**config.mk**
```make
export PLATFORM = sky130hd
export DESIGN_NAME = otter_intrpt_ctrl
export DESIGN_NICKNAME = d
export VERILOG_FILES = /design/src/rtl/otter_intrpt_ctrl_pkg.sv /design/src/rtl/otter_intrpt_pend.sv /design/src/rtl/otter_intrpt_ctrl.sv
export SDC_FILE = /design/constraint.sdc
export NUM_CORES = 1
export LEC_CHECK = 0
export BUFFER_PORTS_ARGS = -buffer_cell sky130_fd_sc_hd__buf_2
export CAP_MARGIN = 30
export CORE_MARGIN = 3
export CORE_UTILIZATION = 37
export CTS_CLUSTER_SIZE = 20
export DETAILED_ROUTE_END_ITERATION = 16
export GPL_ROUTABILITY_DRIVEN = 1
export PLACE_DENSITY = 0.8
export SLEW_MARGIN = 0
export SYNTH_ARGS = -nofsm -noshare
export SYNTH_HDL_FRONTEND = slang
export SYNTH_SLANG_ARGS = --single-unit
```
**constraint.sdc**
```tcl
create_clock -name clk -period 1.9 [get_ports clk]
set_input_delay 0.095 -clock clk [delete_from_list [all_inputs] [get_ports clk]]
set_output_delay 0.095 -clock clk [all_outputs]
set_load 0.005 [all_outputs]
```
**src/rtl/otter_intrpt_ctrl_pkg.sv**
```systemverilog
`default_nettype none
// ============================================================================
//  Package  : otter_defines
//  Brief    : Shared definitions for the OTTER interrupt controller: source
//             count default, controller state enum and cause-width helper.
//  Revision : 1.0  initial release
// ============================================================================
package otter_defines;

    // Default number of external interrupt sources (legal range 2..8).
    localparam int c_NUM_SRC_DEFAULT = 4;

    // Controller states, shared so every user agrees on the encoding.
    typedef enum logic [1:0] {
        ST_IDLE  = 2'd0,
        ST_ARMED = 2'd1,
        ST_TAKE  = 2'd2,
        ST_RET   = 2'd3
    } intrpt_state_e;

    // Width of the trap cause index for a given source count.
    function automatic int cause_w(input int num_src);
        return (num_src <= 2) ? 1 : $clog2(num_src);
    endfunction

endpackage : otter_defines
`default_nettype wire

```
**src/rtl/otter_intrpt_pend.sv**
```systemverilog
`default_nettype none
// ============================================================================
//  Module   : otter_intrpt_pend
//  Brief    : One interrupt source: input sampling, rising-edge detect and
//             pending latch. With OTTER_INTRPT_SYNC_EN defined the input goes
//             through a 2-flop synchronizer (edge-to-pending 3 cycles);
//             otherwise it is registered once (edge-to-pending 2 cycles).
//  Revision : 1.0  initial release
// ============================================================================
module otter_intrpt_pend (
    input  logic clk,
    input  logic rst_n,
    input  logic irq,
    input  logic ack,
    output logic pending
);

`ifdef OTTER_INTRPT_SYNC_EN
    localparam int c_STAGES = 2;
`else
    localparam int c_STAGES = 1;
`endif

    logic [c_STAGES-1:0] r_smp;
    logic [c_STAGES-1:0] r_smp_vld;
    logic                r_prev;
    logic                r_prev_vld;
    logic                r_pending;
    logic                w_rise;

    // Sample chain; valid bits mark flops holding a real post-reset sample so a
    // level already high when reset releases is never mistaken for an edge.
    always_ff @(posedge clk or negedge rst_n) begin
        if (!rst_n) begin
            r_smp      <= '0;
            r_smp_vld  <= '0;
            r_prev     <= 1'b0;
            r_prev_vld <= 1'b0;
        end else begin
`ifdef OTTER_INTRPT_SYNC_EN
            r_smp      <= {r_smp[0], irq};
            r_smp_vld  <= {r_smp_vld[0], 1'b1};
`else
            r_smp      <= irq;
            r_smp_vld  <= 1'b1;
`endif
            r_prev     <= r_smp[c_STAGES-1];
            r_prev_vld <= r_smp_vld[c_STAGES-1];
        end
    end

    // A rise needs an observed low before an observed high.
    assign w_rise = r_smp[c_STAGES-1] & r_smp_vld[c_STAGES-1] & ~r_prev & r_prev_vld;

    // Pending latch: ack clears, but a rise in the same cycle wins.
    always_ff @(posedge clk or negedge rst_n) begin
        if (!rst_n) begin
            r_pending <= 1'b0;
        end else begin
            r_pending <= (r_pending & ~ack) | w_rise;
        end
    end

    assign pending = r_pending;

endmodule : otter_intrpt_pend
`default_nettype wire

```
**src/rtl/otter_intrpt_ctrl.sv**
```systemverilog
`default_nettype none
// ============================================================================
//  Module   : otter_intrpt_ctrl
//  Brief    : Interrupt controller for the OTTER core. Latches source edges,
//             arms when interrupts are enabled, and at the next instruction
//             boundary takes the lowest-index pending source (redirect to
//             mtvec) or, for a retiring mret, redirects to mepc.
//             Build option: OTTER_INTRPT_SYNC_EN (2-flop irq synchronizers).
//  Revision : 1.0  initial release
// ============================================================================
module otter_intrpt_ctrl
    import otter_defines::*;
#(
    parameter int NUM_SRC = c_NUM_SRC_DEFAULT
) (
    input  logic                        clk,
    input  logic                        rst_n,
    input  logic [NUM_SRC-1:0]          irq,
    input  logic                        csr_mie,
    input  logic                        instr_retire,
    input  logic                        mret,
    input  logic [31:0]                 csr_mtvec,
    input  logic [31:0]                 csr_mepc,
    output logic                        intrpt_taken,
    output logic [cause_w(NUM_SRC)-1:0] trap_cause,
    output logic [NUM_SRC-1:0]          irq_ack,
    output logic                        pc_redirect,
    output logic [31:0]                 pc_target,
    output logic                        flush
);

    localparam int c_CW = cause_w(NUM_SRC);

    intrpt_state_e       r_state;
    logic [c_CW-1:0]     r_cause;
    logic [NUM_SRC-1:0]  w_pending;
    logic [NUM_SRC-1:0]  w_win_oh;
    logic [c_CW-1:0]     w_win_idx;
    logic                w_take;
    logic                w_ret;

    for (genvar g = 0; g < NUM_SRC; g++) begin : g_pend
        otter_intrpt_pend u_pend (
            .clk     (clk),
            .rst_n   (rst_n),
            .irq     (irq[g]),
            .ack     (irq_ack[g]),
            .pending (w_pending[g])
        );
    end

    // Fixed-priority winner, lowest index highest; scanned high to low so the
    // last match (the lowest set bit) sticks.
    always_comb begin
        w_win_idx = '0;
        w_win_oh  = '0;
        for (int i = NUM_SRC - 1; i >= 0; i--) begin
            if (w_pending[i]) begin
                w_win_idx   = c_CW'(i);
                w_win_oh    = '0;
                w_win_oh[i] = 1'b1;
            end
        end
    end

    // Controller state machine; an interrupt beats an mret retiring in ARMED.
    always_ff @(posedge clk or negedge rst_n) begin
        if (!rst_n) begin
            r_state <= ST_IDLE;
        end else begin
            case (r_state)
                ST_IDLE: begin
                    if (instr_retire && mret)
                        r_state <= ST_RET;
                    else if ((|w_pending) && csr_mie)
                        r_state <= ST_ARMED;
                end
                ST_ARMED: begin
                    if (!csr_mie)
                        r_state <= ST_IDLE;
                    else if (instr_retire)
                        r_state <= ST_TAKE;
                end
                ST_TAKE: r_state <= ST_IDLE;
                ST_RET:  r_state <= ST_IDLE;
                default: r_state <= ST_IDLE;
            endcase
        end
    end

    // Hold the cause of the most recent take for readers outside TAKE.
    always_ff @(posedge clk or negedge rst_n) begin
        if (!rst_n) begin
            r_cause <= '0;
        end else if (r_state == ST_TAKE) begin
            r_cause <= w_win_idx;
        end
    end

    // Outputs decode the state register; the winner is taken from the pending
    // bits live in TAKE so a higher-priority edge arriving while ARMED wins.
    assign w_take       = (r_state == ST_TAKE);
    assign w_ret        = (r_state == ST_RET);
    assign intrpt_taken = w_take;
    assign flush        = w_take | w_ret;
    assign pc_redirect  = w_take | w_ret;
    assign irq_ack      = w_take ? w_win_oh : '0;
    assign trap_cause   = w_take ? w_win_idx : r_cause;
    assign pc_target    = w_take ? csr_mtvec : (w_ret ? csr_mepc : 32'h0);

endmodule : otter_intrpt_ctrl
`default_nettype wire

```
==> results.cfg <==
[status]
status = completed

[finish]
fill_cells = 305
mostFrequentLayoutCells = 113 x buf_2, 33 x mux2i_1, 32 x nor2b_1
n_antenna_cell = 0
drive_gt1_share_pct = 51.2
seqCellArea_um2 = 452
nets = 314
syn_to_final_growth_pct = 51.1
multi_input_area_um2 = 719
stdcell_area_um2 = 1900
layout_commonest_cell = buf_2

[route]
wl_mm = 3.60
firstDrtPassIters = 4
routed_via_density = 4.55
drt_iter0_drc = 59
drc_errors = 0
vias = 1292
avgRoutedWirePerCell_um = 12.7
drtAntennaViolNets = 0

[clocking]
insertion_delay_ps = 290
clkSlewWorstSetupHoldPaths_ps = 100
cts_root_buffer = clkbuf_4
clock-sinks = 18
post_cts_buffers = 0
cts_tree = done
htreeDepth = 1
cts_made_buffers = 3
clock_path_buffers = 2

[die]
num_rows = 20
die_y_um = 64.4
dieArea_um2 = 4140
core-area_um2 = 3150
ios = 114
initial_core_util_pct = 40.0
die_w_um = 64.4

[hold_path]
hold_path.class = input pin to flip-flop
min_from = instr_retire

[setup_path]
cp-startpoint = r_state[0]
cp-start-kind = flip-flop
required_ps = 1800
rr_startpoint = r_state[0]
path_max_fanout = 5
end_kind = primary output
critPathKind = flip-flop to primary output
arrival_ps = 1600

[timing]
fin_crit_sh_pct = 89.3
tns_ps = 0
rsz0062_at_grt = false
maxSlewViolCount = 0
fin_crit_ps = 1700
hold_viol = 0
slew_headroom_pct = 63.6
fmax_ghz = 0.590
setup_viol = 0
fin_skew_ps = 9.40
finalWorstSetupSlack_ps = 204
tightest_slew_ps = 546

[power_and_ir_drop]
p_leak_nw = 1.08
power_mw = 1.48
power_density_nw_per_um2 = 779
ir_drop_mv = 0.613

[placed_design]
dpl-instance-area_um2 = 1810
io_buffer_count = 113
hpwlAfterDp_mm = 2.94
pre_cts_ws_ps = 471
gp_congestion = 0.793

[job]
max-cap-violations = 0

[logic_synthesis]
synth_fp_nets = 203
avgSynthCellArea_um2 = 9.69
synth_warnings = 0
synthDominantCellAreaShare_pct = 35.7
synth.distinct_cells = 25
ys_ff_latch = 18
ys_seq_area_share_pct = 35.7
synth_area_leaders = dfrtp_1 36%, mux2i_1 26%, nor2b_1 16%
netlist.top_cell.by_area = dfrtp_1
synth_area_um2 = 1260
synthCells = 130

[global_routing]
grt_max_degree = 38
grt_pass1_vias = 1179
grt_use_total_pct = 16.1
grt_first_pass_wirelength_mm = 5.30
antenna_found_initial = 0
grt_overflow = 0
[metrics by stage]
stage | hold slack (ps) | instances | util [%]
final | 78.8 | 284 | 60.4
after floorplan | -201 | 130 | -
after CTS | 69.1 | 284 | 60.2
after global routing | 71.6 | 284 | 60.4
after detailed placement | 37.8 | 275 | 57.5
after global placement | 34.5 | 275 | 57.5
[layer usage]
| layer | up-vias | wire length (µm) | track usage [%] |
|---|---|---|---|
| li1 | 655 | - | - |
| met1 | 575 | 1340 | 16.1 |
| met2 | 60 | 1890 | 31.2 |
| met3 | 2 | 361 | 6.68 |
| met4 | 0 | 15 | 2.11 |
| met5 | - | 0 | 0 |
[area by class of cell]
class / instances / share of cell area [%]
clock buffers: 4 / 1.91
inverters: 3 / 0.591
multi-input cells: 95 / 37.8
flip-flops and latches: 18 / 23.7
well taps: 44 / 2.89
repair buffers: 120 / 33.1
[final timing paths]
| path | end | cells after the start | slack [ps] |
|---|---|---|---|
| max | trap_cause[1] | 3 | 200 |
| min | r_state[1] | 2 | 80 |
| max reg2reg | g_pend[3].u_pend.pending | 3 | 600 |
| min reg2reg | g_pend[0].u_pend.r_prev | 0 | 390 |
| max in group asynchronous | r_state[0] | 2 | 1380 |
| min in group asynchronous | g_pend[2].u_pend.r_prev_vld | 2 | 230 |
[synthesized netlist by cell type, drive strengths merged]
cell type	number
buf	9
nor3b	2
conb	1
o21ai	4
and3	1
nand4b	4
nand2	7
or4b	1
mux2i	33
a21o	1
clkbuf	5
o31ai	1
nor2	3
a21oi	2
nand2b	1
o41ai	1
nand3b	1
inv	3
nor2b	32
dfrtp	18
[worst max-delay path, stage by stage (launching register included)]
cell and delay [ps]:
dfrtp_2 420, or4b_4 570, o21ai_1 180, buf_2 140
[repair_timing]
| action | CTS | global route |
|---|---|---|
| setup endpoints to repair | 0 | 1 |
| hold buffers | 5 | 0 |
| resized for setup | 0 | 1 |
| hold endpoints to repair | 22 | 0 |
[state kept, by name (all words and copies together), names as in the netlist]
signal                    flops
r_state                       2
g_pend.u_pend.pending         4
g_pend.u_pend.r_smp_vld       1
g_pend.u_pend.r_prev          4
g_pend.u_pend.r_prev_vld      1
r_cause                       2
g_pend.u_pend.r_smp           4
[power breakdown]
group / switching [mW] / leakage [nW] / internal, mW / total, mW
Sequential: 0.0730 / 0.213 / 0.462 / 0.535
Clock: 0.110 / 0.0210 / 0.117 / 0.227
Combinational: 0.342 / 0.844 / 0.379 / 0.721
Total: 0.525 / 1.08 / 0.958 / 1.48
[kinds of logic after synthesis]
group / share of synthesized area, %
AND/OR/NAND/NOR: 25.9
flip-flops: 35.7
buffers and inverters: 7.55
multiplexers: 26.2
AO/OA/AOI/OAI: 4.27
other: 0.298
(Power assumes the default switching activity.)
